`src/rtl/registered_tree.sv`:
```
// registered_tree: registered 32x32 signed multiplier with a full 64-bit product.
// Radix-4 Booth partial products feed a Wallace tree of row-wise 3:2 compressors.
// A single 64-bit carry-propagate add then resolves the two remaining rows.
// Operand registers and the output register give a fixed latency of two enabled edges.

// One Wallace level: every group of three rows is compressed into a sum row and a
// carry row (one full adder per bit column); leftover rows pass straight through.
module csa_layer #(
    parameter int N = 3,
    localparam int M = 2 * (N / 3) + (N % 3)
) (
    input  logic [N-1:0][63:0] rows_in,
    output logic [M-1:0][63:0] rows_out
);

    genvar gi;

    // Full-adder columns: sum stays in place, majority carry moves up one bit.
    generate
        for (gi = 0; gi < N / 3; gi++) begin : g_fa
            assign rows_out[2*gi]   = rows_in[3*gi] ^ rows_in[3*gi+1] ^ rows_in[3*gi+2];
            assign rows_out[2*gi+1] = ((rows_in[3*gi]   & rows_in[3*gi+1]) |
                                       (rows_in[3*gi]   & rows_in[3*gi+2]) |
                                       (rows_in[3*gi+1] & rows_in[3*gi+2])) << 1;
        end
    endgenerate

    // Rows that do not fill a full group of three wait for the next level.
    generate
        for (gi = 0; gi < N % 3; gi++) begin : g_pass
            assign rows_out[2*(N/3)+gi] = rows_in[3*(N/3)+gi];
        end
    endgenerate

endmodule

module registered_tree (
    input  logic        clk,
    input  logic        reset,
    input  logic        enable,
    input  logic [31:0] in1,
    input  logic [31:0] in2,
    output logic [63:0] out
);

    logic [31:0] a_reg;
    logic [31:0] b_reg;
    logic [63:0] out_reg;
    logic [63:0] out_next;

    // Multiplicand sign-extended to the product width; all row arithmetic is mod 2^64,
    // so anything carried past bit 63 is simply dropped.
    logic [63:0] a_ext;
    // Multiplier with the implicit zero below bit 0 needed by the Booth recoder.
    logic [32:0] b_ext;
    // Sixteen Booth rows plus one row holding the +1 terms of negated rows.
    logic [16:0][63:0] rows_l0;
    logic [63:0]       corr_row;
    logic [15:0]       neg;

    logic [11:0][63:0] rows_l1;
    logic [7:0][63:0]  rows_l2;
    logic [5:0][63:0]  rows_l3;
    logic [3:0][63:0]  rows_l4;
    logic [2:0][63:0]  rows_l5;
    logic [1:0][63:0]  rows_l6;

    assign a_ext = {{32{a_reg[31]}}, a_reg};
    assign b_ext = {b_reg, 1'b0};

    genvar gi;

    // Radix-4 Booth recoding: each overlapping bit triple selects 0, +-A or +-2A.
    // The top triple includes the sign bit of b, so signed operands need no fix-up.
    generate
        for (gi = 0; gi < 16; gi++) begin : g_booth
            logic [2:0]  trip;
            logic        sel_one;
            logic        sel_two;
            logic [63:0] mag;

            assign trip    = b_ext[2*gi+2 : 2*gi];
            assign sel_one = trip[0] ^ trip[1];
            assign sel_two = (trip == 3'b011) | (trip == 3'b100);
            assign neg[gi] = trip[2] & ~(trip[1] & trip[0]);
            assign mag     = sel_one ? a_ext : (sel_two ? (a_ext << 1) : 64'd0);
            // Negation is one's complement here; the missing +1 lives in corr_row.
            assign rows_l0[gi] = (neg[gi] ? ~mag : mag) << (2 * gi);

            assign corr_row[2*gi]   = neg[gi];
            assign corr_row[2*gi+1] = 1'b0;
        end
    endgenerate

    assign corr_row[63:32] = '0;
    assign rows_l0[16]     = corr_row;

    // Wallace reduction: 17 -> 12 -> 8 -> 6 -> 4 -> 3 -> 2 rows.
    csa_layer #(.N(17)) u_l1 (.rows_in(rows_l0), .rows_out(rows_l1));
    csa_layer #(.N(12)) u_l2 (.rows_in(rows_l1), .rows_out(rows_l2));
    csa_layer #(.N(8))  u_l3 (.rows_in(rows_l2), .rows_out(rows_l3));
    csa_layer #(.N(6))  u_l4 (.rows_in(rows_l3), .rows_out(rows_l4));
    csa_layer #(.N(4))  u_l5 (.rows_in(rows_l4), .rows_out(rows_l5));
    csa_layer #(.N(3))  u_l6 (.rows_in(rows_l5), .rows_out(rows_l6));

    // Final carry-propagate add of the two surviving rows.
    assign out_next = rows_l6[0] + rows_l6[1];

    // Operand and product registers; reset wins over enable, enable low freezes all.
    always_ff @(posedge clk) begin
        if (reset) begin
            a_reg   <= '0;
            b_reg   <= '0;
            out_reg <= '0;
        end else if (enable) begin
            a_reg   <= in1;
            b_reg   <= in2;
            out_reg <= out_next;
        end
    end

    assign out = out_reg;

endmodule

```
`config.mk`:
```
export PLATFORM = sky130hd
export DESIGN_NAME = registered_tree
export DESIGN_NICKNAME = d
export VERILOG_FILES = /design/src/rtl/registered_tree.sv
export SDC_FILE = /design/constraint.sdc
export NUM_CORES = 2
export LEC_CHECK = 0
export CAP_MARGIN = 10
export CELL_PAD_IN_SITES_DETAIL_PLACEMENT = 2
export CELL_PAD_IN_SITES_GLOBAL_PLACEMENT = 2
export CORE_MARGIN = 5
export CORE_UTILIZATION = 43
export CTS_BUF_LIST = sky130_fd_sc_hd__clkbuf_4
export CTS_CLUSTER_SIZE = 14
export DETAILED_ROUTE_END_ITERATION = 12
export DONT_BUFFER_PORTS = 1
export GPL_TIMING_DRIVEN = 0
export HOLD_SLACK_MARGIN = 0.03
export PLACE_DENSITY = 0.92
export SLEW_MARGIN = 20
export SYNTH_ARGS = -nofsm -noshare
export SYNTH_HDL_FRONTEND = slang
export SYNTH_SLANG_ARGS = --single-unit
```
`constraint.sdc`:
```
create_clock -name clk -period 10.32 [get_ports clk]
set_input_delay 3.096 -clock clk [delete_from_list [all_inputs] [get_ports clk]]
set_output_delay 3.096 -clock clk [all_outputs]
set_load 0.01 [all_outputs]
```
# Yosys cells after proc, flatten, opt, wreduce, memory -nomap -nowiden
# Cells that the tools add are included.
op_classes:
  mux: 48
  reduce_logical: 0
  add_sub_neg: 1
  n_div: 0
  n_shift: 0
  bitwise: 196
  mul: 0
  n_lt_le_gt_ge: 0
  n_eq_ne: 31
op_table:
  columns: ["operator", "count"]
  rows:
  - ["bitwise AND 63 bit", 43]
  - ["bitwise OR 63 bit", 30]
  - ["XOR 64 bit", 29]
  - ["two-way mux 64 bit", 3]
  - ["two-way mux 62 bit", 3]
  - ["two-way mux 60 bit", 3]
  - ["two-way mux 58 bit", 3]
  - ["two-way mux 56 bit", 3]
  - ["two-way mux 54 bit", 3]
  - ["two-way mux 52 bit", 3]
  - ["two-way mux 50 bit", 3]
  - ["two-way mux 48 bit", 3]
  - ["two-way mux 46 bit", 3]
  - ["two-way mux 44 bit", 3]
  - ["bitwise AND 63 x 31 -> 63 bit", 2]
  - ["two-way mux 42 bit", 3]
  - ["two-way mux 40 bit", 3]
  - ["two-way mux 38 bit", 3]
  - ["two-way mux 36 bit", 3]
  - ["two-way mux 34 bit", 3]
  - ["adder 64 bit", 1]
  - ["inverter 64 bit", 1]
  - ["XOR 64 x 31 -> 64 bit", 1]
  - ["inverter 62 bit", 1]
  - ["other kinds (21)", 120]
word_totals:
  word_cells: 279
  input_bits: 67
  reg_bits: 128
  romBits: 0
  mem_bits_rw: 0
  mem_count: 0
  latchBits: 0
  output_inout_bits: 64

# Logic depth before layout (Yosys ltp)
depth:
  depth_word: 25
  depth_mapped: 30
  ltp_nobuf: 28

# Cells and area by module
# From an unflattened synthesis, not the netlist that was laid out.
unflattened:
  hier_cells: 3857
  area_unflattened_um2: 40659.0
modules_own_cells:
  columns: ["module", "seq_area_each_um2", "cells_per_inst", "n_inst", "area_each_um2"]
  rows:
  - ["registered_tree", 2562.5, 2556, 1, 18846.8]
  - ["csa_layer (u_l1)", 0.0, 454, 1, 7427.1]
  - ["csa_layer (u_l2)", 0.0, 261, 1, 5173.7]
  - ["csa_layer (u_l3)", 0.0, 259, 1, 3549.7]
  - ["csa_layer (u_l4)", 0.0, 131, 1, 2588.7]
  - ["csa_layer (u_l5)", 0.0, 130, 1, 1776.7]
  - ["csa_layer (u_l6)", 0.0, 66, 1, 1296.2]

# Least setup slack after synthesis
# OpenSTA, ideal clock, no wires.
synth_timing:
  kind: "register to register"
  start: "register b_reg[1]"
  end: "register out_reg[60], in the netlist out[60]"
  period_less_slack_ns: 7.429
  required_ns: 10.196
  slack_ns: 2.891
  setup_ns: 0.124
  path_stages_with_launch: 28
  t_arrival_ns: 7.305
  n_path_buf: 4
  path_cell_list: "dfxtp_1 ha_1 nand2b_1 clkbuf_1 inv_1 clkbuf_1 buf_1 xnor2_1 fa_1 inv_1 fa_1 fa_1 fa_1 fa_1 fa_1 inv_1 ha_1 buf_6 a21o_1 a21o_1 a221o_1 a221o_1 a2111o_1 o21ai_2 o21ai_2 a31oi_1 xor2_1 o21ai_1"
synth_between:
  elab_chain_cells: 25
  elab_cells_between_ends: 71
  cone_classes: "add/sub (1); eq/ne (3); mux (6); bitwise (61)"
synth_rtl:
  columns: ["item", "line", "source"]
  rows:
  - ["start, declared", "47", "logic [31:0] b_reg;"]
  - ["start signal, assigned", "117", "b_reg <= in2;"]
  - ["equality test 3 x 2 -> 1 bit / equality test 3 bit (equally long branches)", "84", "assign sel_two = (trip == 3'b011) | (trip == 3'b100);"]
  - ["bitwise OR 1 bit", "84", null]
  - ["two-way mux 62 bit (2 in a row)", "86", "assign mag = sel_one ? a_ext : (sel_two ? (a_ext << 1) : 64'd0);"]
  - ["inverter 62 bit", "88", "assign rows_l0[gi] = (neg[gi] ? ~mag : mag) << (2 * gi);"]
  - ["two-way mux 62 bit", "88", null]
  - ["bitwise AND 63 bit", "22", "assign rows_out[2*gi+1] = ((rows_in[3*gi] & rows_in[3*gi+1]) |"]
  - ["bitwise OR 63 bit", "22", null]
  - ["bitwise OR 63 bit", "23", "(rows_in[3*gi] & rows_in[3*gi+2]) |"]
  - ["[8 not listed]", null, null]
  - ["bitwise OR 63 bit", "23", null]
  - ["bitwise AND 63 bit", "22", null]
  - ["bitwise OR 63 bit", "22", null]
  - ["bitwise OR 63 bit", "23", null]
  - ["bitwise AND 63 bit", "22", null]
  - ["bitwise OR 63 bit", "22", null]
  - ["bitwise OR 63 bit", "23", null]
  - ["adder 64 bit *", "107", "assign out_next = rows_l6[0] + rows_l6[1];"]
  - ["end signal, assigned", "118", "out_reg <= out_next;"]
  - ["end, declared", "48", "logic [63:0] out_reg;"]
# Mark *: on every way between the ends. The rest lies on a longest branch, timed or not.
# A chain may end at the register's enable or synchronous reset.

# Final worst setup path
layout_timing:
  start: "register b_reg[15]"
  end: "register out_reg[60], in the netlist out[60]"
layout_between:
  elab_chain_cells: 24
  elab_cells_between_ends: 78
  cone_classes: "add/sub (1); eq/ne (4); mux (6); bitwise (67)"
layout_rtl:
  columns: ["item", "line"]
  rows:
  - ["equality test 3 x 2 -> 1 bit / equality test 3 bit (equally long branches)", "84"]
  - ["bitwise OR 1 bit", "84"]
  - ["two-way mux 50 bit / two-way mux 48 bit (equally long branches) (2 in a row)", "86"]
  - ["inverter 50 bit / inverter 48 bit (equally long branches)", "88"]
  - ["two-way mux 50 bit / two-way mux 48 bit (equally long branches)", "88"]
  - ["bitwise AND 63 bit, on equally long branches", "22, 23"]
  - ["bitwise OR 63 bit", "22"]
  - ["bitwise OR 63 bit", "23"]
  - ["[7 not listed]", null]
  - ["bitwise OR 63 bit / XOR 64 bit (equally long branches)", "23, 21"]
  - ["bitwise AND 63 bit, on equally long branches", "22, 23"]
  - ["bitwise OR 63 bit", "22"]
  - ["bitwise OR 63 bit", "23"]
  - ["bitwise AND 63 bit", "22"]
  - ["bitwise OR 63 bit", "22"]
  - ["bitwise OR 63 bit", "23"]
  - ["adder 64 bit *", "107"]
# Marked as above.

==> metrics.md <==
| Metric | Value |
|---|---|
| Met1 Use GR | `a little over half` |
| # hold bufs at CTS | `0` |
| Clk buf depth | `2` |
| Max reg flops | `between 60 and 70` |
| Prevailing post-synth register cell | `dfxtp_1` |
| First-pass GRT wire length | `between 200 and 250 mm` |
| Drt total wl | `approximately 180 mm` |
| CP max stage cell | `fa_1` |
| Largest net degree at the start of global routing | `17` |
| Post-DRT Antenna Nets | `0` |
| Vias in the first global route | `about 34000` |
| RSZ-0062 raised after global routing | `no` |
| Drt drc | `0` |
| Worst hold slack | `527 ps` |
| Post-synthesis async set-or-reset flop share | `0%` |
| CP arrival | `approximately 11000 ps` |
| Clock Skews | `roughly 80 ps` |
| Post-CTS sizing | `0` |
| Worst Tran Pin Value | `between 1000 and 1500 ps` |
| Run status | `finished clean` |
| Full die area | `slightly above 80000 sq um` |
| Vias/cell | `~6.7` |
| Initial Util | `a little over two fifths` |
| Worst setup margin | `around 160 ps` |
| Most area-hungry cell type in the Yosys netlist | `fa_1` |
| Critical Path Max Stage Delay | `around 800 ps` |
| Die H | `approximately 280 microns` |
| Register clock-pin slew on the reported worst setup and hold paths | `about 160 ps` |
| Row count | `100` |
| CP required | `~11000 ps` |
| Syn Inst Count | `roughly 3600` |
| Per-cell routed wire length | `about 38 microns` |
| Number of synthesized flops with an enable pin | `0` |
| CP max FO | `10` |
| Port Buffers | `0` |
| Max-Cap Viols | `0` |
| Fin. max-slew vios | `0` |
| TritonRoute pass-1 iters | `8` |
| Pre-CTS setup slack | `672 ps` |
| DP HPWL | `between 100 and 150 mm` |
| Setup_tns | `0 ps` |
| Sequential area share after synthesis | `under 10%` |
| CTS tree | `yes` |
| Max-Slew Margin vs Limit | `under 10%` |
| Via count | `roughly 31000` |
| Crit-path most repeated cell | `fa_1` |
| Syn Nets | `4408` |
| # Post-CTS Setup Buffers | `0` |
| Core area | `approximately 75000 sq um` |
| Most numerous cell in the Yosys netlist | `inv_1` |
| Final setup fails | `0` |
| Initial antenna violation count | `11` |
| Top Ports | `between 100 and 150` |
| Top cells by count, synth | `inv_1, fa_1, a22oi_1` |
| Yosys cell types | `73` |
| Crit end category | `flop` |
| H-tree depth | `4` |
| Gpl congestion | `1.07` |
| Ys Warns | `0` |
| Die width | `roughly 280 microns` |
| Area Growth Syn to Fin | `4.86%` |
| GR peak layer | `met2` |
| HP Class | `reg2reg` |
| Synthesized area | `32400 sq um` |
| Nets | `~4400` |
| Total CTS buffers | `17` |
| CTS Sinks | `between 100 and 150` |
| Gr usage total | `42.5%` |
| Yosys top cell area share | `roughly 33%` |
| Syn_area_per_cell | `roughly 8.9 sq um` |
| First DRT Iteration DRCs | `between 4000 and 5000` |
| CP Launch Type | `flop` |
| #FFs+latches synth | `about 130` |
| Min cycle time layout | `~10000 ps` |
| Share of cells above drive strength 1 | `~2.0%` |
| Final period util | `~98%` |
| GR Layer Usage met2 | `between 60% and 70%` |
| Final Hold Vio Count | `0` |
| Global routing usage on met3 | `between 10 and 15%` |
| WS Path Type | `reg2reg` |
| Fmax | `between 0.09 and 0.1 GHz` |
| Synth area leaders | `fa_1, a22oi_1, xor2_1` |
| Root buffer cell | `clkbuf_4` |
| Worst-skew pair later-pin latency | `840 ps` |
| Remaining global-route overflow | `0` |
## cell type report
type                       count  area (sq um)
clock buffer                  17           128
buffer                       349          1340
clock inverter                15           161
sequential                   128          2560
antenna                        8          20.0
multi-input combinational   2587         26400
tap                          969          1210
fill                        8202         40600
timing repair buffer           3          35.0
inverter                     554          2080
## per-layer routing
layer,routed length (microns),up-vias
met4,14600,10
met5,67,-
met1,64800,15900
met2,74600,2390
met3,22400,799
li1,-,11800
## per-stage QoR
stage	util [%]	instances	instance area [sq um]
floorplan	-	3618	32400
global placement	45.0	4587	33600
detailed placement	45.1	4589	33600
CTS	45.4	4621	33900
global route	45.5	4628	33900
finish	45.5	4630	33900
## cells in the final DEF, fill, tap and decap left out, types with 8 or more instances in the layout
master / n
a211oi_1: 13
a21o_1: 32
a21oi_1: 74
a22o_1: 9
a22oi_1: 469
a31oi_1: 13
buf_1: 37
clkbuf_1: 294
clkbuf_2: 9
clkbuf_4: 17
dfxtp_1: 128
diode_2: 8
fa_1: 527
ha_1: 196
inv_1: 551
mux2i_1: 112
nand2_1: 107
nand2b_1: 11
nand3_1: 19
nand4_1: 21
nor2_1: 192
nor3_1: 8
o21ai_0: 88
o21ai_1: 13
o21bai_1: 10
o22ai_1: 8
xnor2_1: 188
xor2_1: 380
## worst max-delay path: cells and delay by family (launching register included)
kind	cells	cell delay, ps
xor+xnor	2	910
fa+ha+maj	8	3980
simple gates	5	1790
flops	1	460
compound gates	6	1460
buf+inv	5	1430
## logic make-up (layout without fill, tap and decap cells)
| logic type | Yosys count | in the layout | share of synthesized area (%) |
|---|---|---|---|
| XOR/XNOR | 568 | 568 | 15.4 |
| flip-flops | 128 | 128 | 7.92 |
| multiplexers | 112 | 112 | 3.47 |
| other | 0 | 8 | 0 |
| AND/OR/NAND/NOR | 399 | 399 | 5.37 |
| buffers and inverters | 903 | 938 | 10.5 |
| AO/OA/AOI/OAI | 785 | 785 | 17.1 |
| adder cells (fa/ha/maj) | 723 | 723 | 40.2 |
## worst paths after layout
path / start / end / slack, ps / cells after the start
min: out[56] / out[56] / 530 / 2
max: b_reg[15] / out[60] / 160 / 26
max reg2reg: b_reg[15] / out[60] / 160 / 26
min reg2reg: out[56] / out[56] / 530 / 2
Power is left out: the tool's default activity adds up to more than one toggle a clock period on the data nets, which glitch-free logic cannot reach.
